==> src/rtl/cnn_pkg.sv <==
// cnn_pkg: shared widths, DMA state encoding and data word type for the CNN datapath.
package cnn_pkg;
  localparam int DATA_SIZE = 16;
  localparam int BLOCK_SIZE = 25;
  typedef logic signed [DATA_SIZE-1:0] dataWord_t;
  typedef enum logic [2:0] {IDLE, READ, DRAIN, WRITE, DONE} dma_state_t;
  // A zero or oversized length means a full block.
  function automatic logic [4:0] clampLen(input logic [4:0] len);
    return (len == 5'd0 || len > 5'(BLOCK_SIZE)) ? 5'(BLOCK_SIZE) : len;
  endfunction
endpackage

==> src/rtl/cnn_dma_engine_if.sv <==
// cnn_dma_engine_if: controller request port plus RAM port of the DMA engine.
interface cnn_dma_engine_if;
  import cnn_pkg::*;
  logic enable;
  logic loadEnable;
  logic writeEnable;
  logic [DATA_SIZE-1:0] address;
  logic [4:0] readLen;
  dataWord_t dataIn;
  dataWord_t [BLOCK_SIZE-1:0] blockOut;
  logic done;
  logic busy;
  logic err;
  logic [DATA_SIZE-1:0] memAddr;
  logic memRead;
  logic memWrite;
  logic [DATA_SIZE-1:0] memWData;
  logic [DATA_SIZE-1:0] memRData;
  modport slave(
    input enable, loadEnable, writeEnable, address, readLen, dataIn, memRData,
    output blockOut, done, busy, err, memAddr, memRead, memWrite, memWData
  );
  modport master(
    output enable, loadEnable, writeEnable, address, readLen, dataIn, memRData,
    input blockOut, done, busy, err, memAddr, memRead, memWrite, memWData
  );
endinterface

==> src/rtl/cnn_block_buffer.sv <==
// cnn_block_buffer: BLOCK_SIZE-word read buffer with synchronous clear and indexed write.
module cnn_block_buffer
  import cnn_pkg::*;
(
  input  logic clk,
  input  logic reset,
  input  logic clear,
  input  logic wrEn,
  input  logic [4:0] wrIdx,
  input  dataWord_t wrData,
  output dataWord_t [BLOCK_SIZE-1:0] blockOut
);
  always_ff @(posedge clk or negedge reset)
    if (!reset) blockOut <= '0;
    else if (clear) blockOut <= '0;
    else if (wrEn)
      for (int i = 0; i < BLOCK_SIZE; i++)
        if (wrIdx == 5'(i)) blockOut[i] <= wrData;
endmodule

==> src/rtl/cnn_dma_engine.sv <==
// cnn_dma_engine: turns single-word writes and block reads into 1-cycle-latency RAM cycles.
// Define CNN_DMA_BOUNDS_CHECK_EN to suppress and flag accesses at or beyond MEM_DEPTH.
module cnn_dma_engine
  import cnn_pkg::*;
#(
  parameter int MEM_DEPTH = 65536
) (
  input logic clk,
  input logic reset,
  cnn_dma_engine_if.slave bus
);
`ifdef CNN_DMA_BOUNDS_CHECK_EN
  localparam bit BOUNDS_EN = 1'b1;
`else
  localparam bit BOUNDS_EN = 1'b0;
`endif
  dma_state_t state, nextState;
  logic enPrev, start, errFlag, oob, capture;
  logic [DATA_SIZE-1:0] baseAddr, reqAddr, wData;
  logic [4:0] len, k;
  assign start = bus.enable && !enPrev && state == IDLE;
  assign reqAddr = baseAddr + DATA_SIZE'(k);
  // Bounds compare uses the unwrapped address so a wrap past the top still counts as out of range.
  assign oob = BOUNDS_EN && (state == READ || state == WRITE) &&
               ({1'b0, baseAddr} + (DATA_SIZE+1)'(k) >= (DATA_SIZE+1)'(MEM_DEPTH));
  always_ff @(posedge clk or negedge reset)
    if (!reset) state <= IDLE;
    else state <= nextState;
  always_comb begin
    nextState = IDLE;
    case (state)
      IDLE: nextState = !start ? IDLE : bus.loadEnable ? READ : bus.writeEnable ? WRITE : IDLE;
      READ: nextState = oob ? DONE : (k == len - 5'd1) ? DRAIN : READ;
      DRAIN, WRITE: nextState = DONE;
      default: nextState = IDLE;
    endcase
  end
  // Read data trails its issue by one cycle, so slot k-1 is captured while k is issued.
  always_comb begin
    bus.memRead = state == READ && !oob;
    bus.memWrite = state == WRITE && !oob;
    bus.memAddr = (state == READ || state == WRITE) ? reqAddr : '0;
    bus.memWData = state == WRITE ? wData : '0;
    bus.done = state == DONE;
    bus.busy = state != IDLE;
    bus.err = state == DONE && errFlag;
    capture = (state == READ && k != 5'd0) || state == DRAIN;
  end
  always_ff @(posedge clk or negedge reset)
    if (!reset) begin
      enPrev <= 1'b0;
      baseAddr <= '0;
      wData <= '0;
      len <= '0;
      k <= '0;
      errFlag <= 1'b0;
    end else begin
      enPrev <= bus.enable;
      if (start) begin
        baseAddr <= bus.address;
        wData <= bus.dataIn;
        len <= clampLen(bus.readLen);
        k <= '0;
        errFlag <= 1'b0;
      end else if (state == READ) k <= k + 5'd1;
      if (oob) errFlag <= 1'b1;
    end
  cnn_block_buffer u_buf (
    .clk(clk),
    .reset(reset),
    .clear(start && bus.loadEnable),
    .wrEn(capture),
    .wrIdx(k - 5'd1),
    .wrData(bus.memRData),
    .blockOut(bus.blockOut)
  );
endmodule

==> src/flat_wrapper.sv <==
// flat-port wrapper written by rule: the top's interface ports become plain ports
module cnn_dma_engine_flat import cnn_pkg::*;
#(
  parameter int MEM_DEPTH = 65536
)
  (clk, reset, bus_enable, bus_loadEnable, bus_writeEnable, bus_address, bus_readLen, bus_dataIn, bus_memRData, bus_blockOut, bus_done, bus_busy, bus_err, bus_memAddr, bus_memRead, bus_memWrite, bus_memWData);
  cnn_dma_engine_if bus_i ();
  input logic clk;
  input logic reset;
  input wire logic [$bits(bus_i.enable)-1:0] bus_enable;
  input wire logic [$bits(bus_i.loadEnable)-1:0] bus_loadEnable;
  input wire logic [$bits(bus_i.writeEnable)-1:0] bus_writeEnable;
  input wire logic [$bits(bus_i.address)-1:0] bus_address;
  input wire logic [$bits(bus_i.readLen)-1:0] bus_readLen;
  input wire logic [$bits(bus_i.dataIn)-1:0] bus_dataIn;
  input wire logic [$bits(bus_i.memRData)-1:0] bus_memRData;
  output wire logic [$bits(bus_i.blockOut)-1:0] bus_blockOut;
  output wire logic [$bits(bus_i.done)-1:0] bus_done;
  output wire logic [$bits(bus_i.busy)-1:0] bus_busy;
  output wire logic [$bits(bus_i.err)-1:0] bus_err;
  output wire logic [$bits(bus_i.memAddr)-1:0] bus_memAddr;
  output wire logic [$bits(bus_i.memRead)-1:0] bus_memRead;
  output wire logic [$bits(bus_i.memWrite)-1:0] bus_memWrite;
  output wire logic [$bits(bus_i.memWData)-1:0] bus_memWData;
  assign bus_i.enable = bus_enable;
  assign bus_i.loadEnable = bus_loadEnable;
  assign bus_i.writeEnable = bus_writeEnable;
  assign bus_i.address = bus_address;
  assign bus_i.readLen = bus_readLen;
  assign bus_i.dataIn = bus_dataIn;
  assign bus_i.memRData = bus_memRData;
  assign bus_blockOut = bus_i.blockOut;
  assign bus_done = bus_i.done;
  assign bus_busy = bus_i.busy;
  assign bus_err = bus_i.err;
  assign bus_memAddr = bus_i.memAddr;
  assign bus_memRead = bus_i.memRead;
  assign bus_memWrite = bus_i.memWrite;
  assign bus_memWData = bus_i.memWData;
  cnn_dma_engine #(.MEM_DEPTH(MEM_DEPTH)) u_core (.clk(clk), .reset(reset), .bus(bus_i));
endmodule
==> config.mk <==
export PLATFORM = sky130hd
export DESIGN_NAME = cnn_dma_engine_flat
export DESIGN_NICKNAME = d
export VERILOG_FILES = /design/src/rtl/cnn_pkg.sv /design/src/rtl/cnn_dma_engine_if.sv /design/src/rtl/cnn_block_buffer.sv /design/src/rtl/cnn_dma_engine.sv /design/src/flat_wrapper.sv
export SDC_FILE = /design/constraint.sdc
export NUM_CORES = 1
export LEC_CHECK = 0
export ABC_AREA = 0
export CELL_PAD_IN_SITES_DETAIL_PLACEMENT = 1
export CELL_PAD_IN_SITES_GLOBAL_PLACEMENT = 1
export CORE_ASPECT_RATIO = 1.2
export CORE_MARGIN = 4
export CORE_UTILIZATION = 39
export CTS_BUF_LIST = sky130_fd_sc_hd__clkbuf_4 sky130_fd_sc_hd__clkbuf_8 sky130_fd_sc_hd__clkbuf_16
export DETAILED_ROUTE_END_ITERATION = 7
export PLACE_DENSITY_LB_ADDON = 0.1
export SLEW_MARGIN = 5
export SYNTH_ARGS = -nofsm -noshare
export SYNTH_HDL_FRONTEND = slang
export SYNTH_HIERARCHICAL = 1
export SYNTH_SLANG_ARGS = --single-unit
==> constraint.sdc <==
create_clock -name clk -period 3.3 [get_ports clk]
set_input_delay 0.33 -clock clk [delete_from_list [all_inputs] [get_ports clk]]
set_output_delay 0.33 -clock clk [all_outputs]
set_load 0.005 [all_outputs]
==> impl_summary.txt, run 1 <==
----------------------------------------------------
[Cells and area]
  Most used cells in the layout excluding fill and tap cells ... 487 x clkdlybuf4s50_1, 442 x dfrtp_1, 401 x mux2i_1
  Relative area change from synthesis to final layout ... 36.80%
  Layout cells sized above 1 ... 9.372%
  Inserted Diodes ... 0
  Final-stage net count ... 2233
  Number of standard cells in the layout, taps in and fillers out ... 2895
  Most common cell after layout, fill and taps aside ... clkdlybuf4s50_1

[GRT]
  Number of global-route vias before repair ... 16250
  Wire length of the first global-routing pass ... 106.6 mm
  Total GRT Usage ... 24.98%
  Pin count of the biggest net entering global routing ... 104
  Initial antenna violation count ... 0
  Residual overflow from global routing ... 0

[Critical path]
  Worst path required time ... 2.97 ns
  Category of the most critical setup path ... flip-flop to primary output
  Worst-path cell chain ... ha_1, a211oi_2, o21ai_2, and3_1, nor3_1, clkdlybuf4s50_1
  Worst path max stage delay ... 0.56 ns
  Arrival time worst endpoint ... 2.84 ns
  Biggest fanout along the worst timing path ... 7
  Crit path capture type ... primary output
  Critical path launch point type ... flip-flop
  Slowest cell on the critical path ... clkdlybuf4s50_1

[Synth]
  Cells after Synth ... 1708
  Mean cell area of the mapped netlist ... 11.85 um^2
  Most area-consuming cells after synthesis ... dfrtp_1 55%, mux2i_1 20%, nand2b_1 13%, nand2_1 2.0%, clkbuf_1 1.9%
  Mapped Area ... 20250 um^2
  Post-synth EDFFs ... 0
  Sequential area share after synthesis ... 55.12%
  Most frequently used flop master after synthesis ... dfrtp_1
  Fraction of synthesized cell area taken by the top area cell type ... 55.12%
  Number of unique standard cell types used by synthesis ... 53
  Number of warnings issued by yosys ... 6
  Share of synthesized flip-flops with an asynchronous set or reset ... 100.0%
  Number of nets in the synthesized netlist ... 1776
  Post-synth top area cell ... dfrtp_1
  Number of register bits inferred by synthesis ... 446

[STA]
  Tightest Pin Transition ... 0.7726 ns
  RSZ-0062 raised after global routing ... yes
  Share of the clock period used by the worst path ... 96.10%
  Final Critical Period ... 3.171 ns
  Hold Worst Slack ... 0.2848 ns
  Clock skew ... 0.01681 ns
  Max-slew violation count ... 0
  Final setup violating endpoints ... 0
  Worst relative slew slack ... 48.37%
  Final Hold Fails ... 0
  Max Clock Freq ... 315.3 MHz

[Clock network]
  TritonCTS clock tree ... built
  Clk_lat worst skew ... 0.57 ns
  Clock transition at path regs ... 0.06 ns
  Clock buffers created by TritonCTS ... 47
  Clock root cell ... clkbuf_16
  Clk sink count ... 446
  Buffer levels on the longest clock path ... 3
  Htree depth ... 2

[Floorplanning]
  Die height ... 257.6 um
  DIE AREA ... 55640 um^2
  Floorplan Core Area ... 51350 um^2
  Core Rows ... 91
  Horizontal die dimension ... 216.0 um
  Number of top-level design ports ... 495
  Initial core utilization ... 39.43%

[Drt]
  Remaining design rule violation count ... 0
  Wire per inst ... 24.43 um
  Starting DRC count in detailed routing ... 812
  Remaining antenna violation count ... 0
  Routed via count ... 14490
  Via/cell ratio ... 5.005
  Routed wire length ... 70.73 mm
  1st-pass router iterations ... 4

[Power]
  Total power per unit cell area ... 881.0 nW/um^2
  Worst vdd rail ir drop ... 0.5360 mV
  Static leakage ... 14.44 nW

[Placement]
  Cell total after placement ... 2807
  GPL Wtd Cong ... 0.8073
  Count of port buffers added during placement ... 493
  Detailed placement HPWL ... 47.81 mm

[Min path]
  Hold WC Path Type ... primary input to flip-flop

[Job]
  Max-cap viol count ... 0

[Run status]
  Result of the run ... complete, no violations

----------------------------------------------------
## sequential cells by signal, indices dropped and copies added (netlist names)
signal                 cells
u_core/baseAddr           16
u_core/enPrev              1
u_core/len                 5
u_core/wData              16
u_core/k                   5
u_core/u_buf/blockOut    400
u_core/state               3
## power breakdown
group | switching, mW | internal (mW) | total, mW | leakage, nW
sequential | 1.42 | 7.54 | 8.96 | 6.05
combinational | 4.55 | 5.47 | 10.0 | 7.60
clock | 2.20 | 3.23 | 5.43 | 0.799
total | 8.17 | 16.2 | 24.4 | 14.4
## cell families after synthesis
| group | count (synthesis) | share of synthesized area (%) |
|---|---|---|
| compound gates | 32 | 1.100 |
| fa+ha+maj | 10 | 0.6550 |
| xor+xnor | 23 | 0.9949 |
| flops | 446 | 55.12 |
| other cells | 1 | 0.01852 |
| simple gates | 635 | 18.52 |
| mux | 401 | 19.82 |
| buf+inv | 160 | 3.769 |
## metal layers
layer | wire [um] | share of wire, % | track usage [%]
met1 | 28740 | 41 | 30.63
met2 | 35100 | 50 | 42.76
met3 | 4763 | 6.7 | 7.673
met4 | 2129 | 3.0 | 7.149
met5 | 0 | 0 | 0
## critical path: cells and delay by family, from the launching register on
kind | cells | cell delay (ns)
and+or+nand+nor | 2 | 0.40
AOI/OAI and AO/OA | 2 | 0.53
buffers and inverters | 1 | 0.56
DFF | 1 | 0.45
adders and majority gates | 1 | 0.33
## final cells by class
cell class | instances | area, um^2
Multi-Input combinational cell | 1102 | 8437
Sequential cell | 446 | 11170
Timing Repair Buffer | 557 | 5615
Tap cell | 697 | 872.1
Clock inverter | 12 | 135.1
Inverter | 11 | 41.29
Fill cell | 5318 | 23650
Clock buffer | 70 | 1434
## synth_stat cells (12+ instances only)
cell and instances:
clkbuf_1 102, nand2_1 107, mux2i_1 401, nor2_1 27, buf_6 12, buf_4 12
o21ai_0 12, xor2_1 16, nand2b_1 417, and3_1 17, buf_2 22, dfrtp_1 446
## worst paths after layout
path,start,to,slack (ns),cells past startpoint
setup / recovery,u_core/k[1]$_DFFE_PN0P_,bus_memAddr[5],0.13,6
hold / removal,bus_enable,u_core/enPrev$_DFF_PN0_,0.28,1
setup reg to reg,u_core/state[0]$_DFF_PN0_,u_core/u_buf/blockOut[104]$_DFFE_PN0P_,0.39,7
hold reg to reg,u_core/wData[8]$_DFFE_PN0N_,u_core/wData[8]$_DFFE_PN0N_,0.47,2
max in group asynchronous,reset,u_core/u_buf/blockOut[57]$_DFFE_PN0P_,2.09,3
min in group asynchronous,reset,u_core/u_buf/blockOut[75]$_DFFE_PN0P_,0.34,2
## through the flow
stage | TNS [ns] | utilization [%] | power, mW | setup slack, ns | cell area (um^2)
after floorplan | 0 | - | 13.22 | 0.8979 | 20250
after global placement | 0 | 50.65 | 18.68 | 0.3546 | 26010
after detailed placement | 0 | 50.65 | 19.01 | 0.3610 | 26010
after CTS | -0.06991 | 53.81 | 24.67 | -0.03892 | 27630
after global routing | -0.04317 | 53.94 | 25.94 | -0.02295 | 27700
final | 0 | 53.94 | 24.40 | 0.1287 | 27700
## repair_timing
| item | CTS | global route |
|---|---|---|
| setup buffers | 3 | 2 |
| endpoints found under the hold margin | 60 | 0 |
| setup endpoints to repair | 12 | 12 |
| resized for setup | 11 | 13 |
| pin swaps | 1 | 3 |
| hold buffers | 1 | 0 |
| cloned | 0 | 0 |
(Power assumes the default switching activity.)
==> run 2, diff against run 1 <==
CORE_UTILIZATION = 42   (was 39)
clock period = 3.66 ns   (was 3.3 ns; I/O delays follow)
==> impl_summary.txt, run 2 (synthesized netlist as in run 1, its figures left out) <==
----------------------------------------------------
[Run status]
  Result of the run ... complete, no violations

[Min path]
  Launch instance of the worst min-delay path ... bus_enable
  Hold WC Path Type ... primary input to flip-flop
  Worst hold path endpoint ... u_core/enPrev$_DFF_PN0_
  Min-Delay Path Depth ... 1

[Power]
  Total power per unit cell area ... 824.7 nW/um^2
  Static leakage ... 14.29 nW
  Worst vdd rail ir drop ... 0.4440 mV

[Cells and area]
  Layout cells sized above 1 ... 8.295%
  Most used cells in the layout excluding fill and tap cells ... 492 x clkdlybuf4s50_1, 444 x dfrtp_1, 401 x nand2b_1, 401 x mux2i_1, 107 x nand2_1
  Filler cell count in the final layout ... 4912
  Post-route cell area ... 27390 um^2
  Relative area change from synthesis to final layout ... 35.28%
  Final-stage net count ... 2216
  Biggest registers after layout ... u_core/u_buf/blockOut x400, u_core/baseAddr x16, u_core/wData x16
  Inserted Diodes ... 0
  Most common cell after layout, fill and taps aside ... clkdlybuf4s50_1
  Flip-flop count of the largest register, all copies and words added ... 400
  Footprint of the multi-input gates ... 8386 um^2
  Most flops, register ... u_core/u_buf/blockOut
  Reg area ... 11160 um^2

[Floorplanning]
  DIE AREA ... 51800 um^2
  Floorplan Core Area ... 47350 um^2
  Horizontal die dimension ... 208.4 um
  Die height ... 248.5 um
  Number of top-level design ports ... 495
  Core Rows ... 87
  Initial core utilization ... 42.76%

[GRT]
  Pin count of the biggest net entering global routing ... 121
  Total GRT Usage ... 26.32%
  Residual overflow from global routing ... 0
  Initial antenna violation count ... 0
  Wire length of the first global-routing pass ... 105.8 mm
  Number of global-route vias before repair ... 16130

[Critical path]
  Biggest fanout along the worst timing path ... 6
  Slowest cell on the critical path ... clkdlybuf4s50_1
  Category of the most critical setup path ... flip-flop to primary output
  Endpoint of the worst register-to-register path ... u_core/u_buf/blockOut[206]$_DFFE_PN0P_
  R2R Setup Slk ... 0.61 ns
  Critical path launch point type ... flip-flop
  Worst-path cell chain ... ha_2, inv_1, fa_1, nor2b_4, o31a_1, o21ai_0, xor2_1, nor2_1, clkdlybuf4s50_1
  Arrival time worst endpoint ... 3.08 ns
  Worst path required time ... 3.29 ns
  Worst path max stage delay ... 0.53 ns
  Origin of the critical flop-to-flop path ... u_core/state[0]$_DFF_PN0_
  Reg2reg path depth ... 7
  Crit path capture type ... primary output

[Placement]
  GPL Wtd Cong ... 0.7926
  Count of port buffers added during placement ... 493
  Instance area after placement ... 25770 um^2
  Detailed placement HPWL ... 46.83 mm

[STA]
  RSZ-0062 raised after global routing ... no
  Final setup violating endpoints ... 0
  Clock skew ... 0.01405 ns
  Max-slew violation count ... 0
  Max Clock Freq ... 290.3 MHz
  Final Critical Period ... 3.444 ns
  Tightest Pin Transition ... 1.109 ns
  Final-layout setup total negative slack ... 0 ns
  Final Hold Fails ... 0
  Share of the clock period used by the worst path ... 94.10%
  Worst relative slew slack ... 25.90%

[Clock network]
  Clk sink count ... 446
  Clock transition at path regs ... 0.06 ns
  Buffer levels on the longest clock path ... 3
  Htree depth ... 2
  Clock buffers created by TritonCTS ... 48
  Clk_lat worst skew ... 0.58 ns
  TritonCTS clock tree ... built
  Clock root cell ... clkbuf_16

[Job]
  Max-cap viol count ... 0

[Drt]
  Routed wire length ... 69.91 mm
  Remaining design rule violation count ... 0
  Wire per inst ... 24.92 um
  Routed via count ... 14490
  Via/cell ratio ... 5.167
  Starting DRC count in detailed routing ... 721
  Remaining antenna violation count ... 0
  1st-pass router iterations ... 5

----------------------------------------------------
## run 2: cell count changes in the layout (fill, tap and decap cells not counted), moves of 3 or more
cell / previous run / this run
buf_4: 48 / 32
clkbuf_8: 8 / 12
clkdlybuf4s50_1: 487 / 492
dlymetal6s2s_1: 3 / 0
ha_4: 3 / 0
o21ai_0: 8 / 12
## run 2: how the worst max path moves through the flow
stage	cells after the start	end	slack (ns)	startpoint
4_1_cts	9	bus_memAddr[14]	0.04	u_core/k[0]$_DFFE_PN0P_
6_report	9	bus_memAddr[14]	0.22	u_core/baseAddr[0]$_DFFE_PN0N_
2_1_floorplan	10	u_core/u_buf/blockOut[104]$_DFFE_PN0P_	1.26	u_core/state[1]$_DFF_PN0_
3_5_place_dp	9	bus_memAddr[14]	0.58	u_core/k[0]$_DFFE_PN0P_
5_1_grt	9	bus_memAddr[14]	0.01	u_core/baseAddr[0]$_DFFE_PN0N_
3_3_place_gp	8	u_core/u_buf/blockOut[260]$_DFFE_PN0P_	0.65	u_core/k[1]$_DFFE_PN0P_
## run 2: what timing repair did
action	in CTS	in global routing
resized for setup	2	4
endpoints found under the hold margin	87	0
setup endpoints to repair	5	5
pin swaps	1	1
hold buffers	1	0
setup buffers	1	2
## run 2: area by class of cell
class	count	area share (%)
tap	623	2.846
inverter	11	0.1507
clock buffer	73	5.408
clock inverter	11	0.3289
multi-input combinational	1102	30.61
sequential	446	40.75
timing repair buffer	539	19.90
## run 2: power breakdown
part | internal [mW] | total (mW) | leakage (nW) | switching, mW
sequential | 6.94 | 8.30 | 6.05 | 1.36
clock | 2.85 | 4.88 | 0.796 | 2.02
combinational | 5.17 | 9.41 | 7.44 | 4.25
total | 15.0 | 22.6 | 14.3 | 7.63
## run 2: stage by stage
step	hold WS, ns	setup slack (ns)	power, mW	instances	utilization (%)
6_report	0.3060	0.2158	22.59	2805	57.85
5_1_grt	0.3072	0.009772	23.93	2805	57.85
4_1_cts	0.2773	0.03784	22.83	2803	57.79
3_5_place_dp	0.4568	0.5751	17.76	2717	54.42
3_3_place_gp	0.4497	0.6464	17.41	2717	54.42
2_1_floorplan	0.07041	1.258	11.92	1708	-
## run 2: critical path: cells and delay by family, from the launching register on
kind	cells	cell delay [ns]
AOI/OAI and AO/OA	2	0.39
xor gates and xnor gates	1	0.17
buffers and inverters	2	0.58
DFF	1	0.39
adders and majority gates	2	0.65
and+or+nand+nor	2	0.31
## run 2: routing by layer
| metal | part of all wire (%) | vias to the layer above | GRT usage [%] |
|---|---|---|---|
| li1 | - | 6470 | - |
| met1 | 40 | 7549 | 32.73 |
| met2 | 50 | 378 | 45.70 |
| met3 | 6.4 | 97 | 6.884 |
| met4 | 2.8 | 0 | 6.889 |
| met5 | 0 | - | 0 |
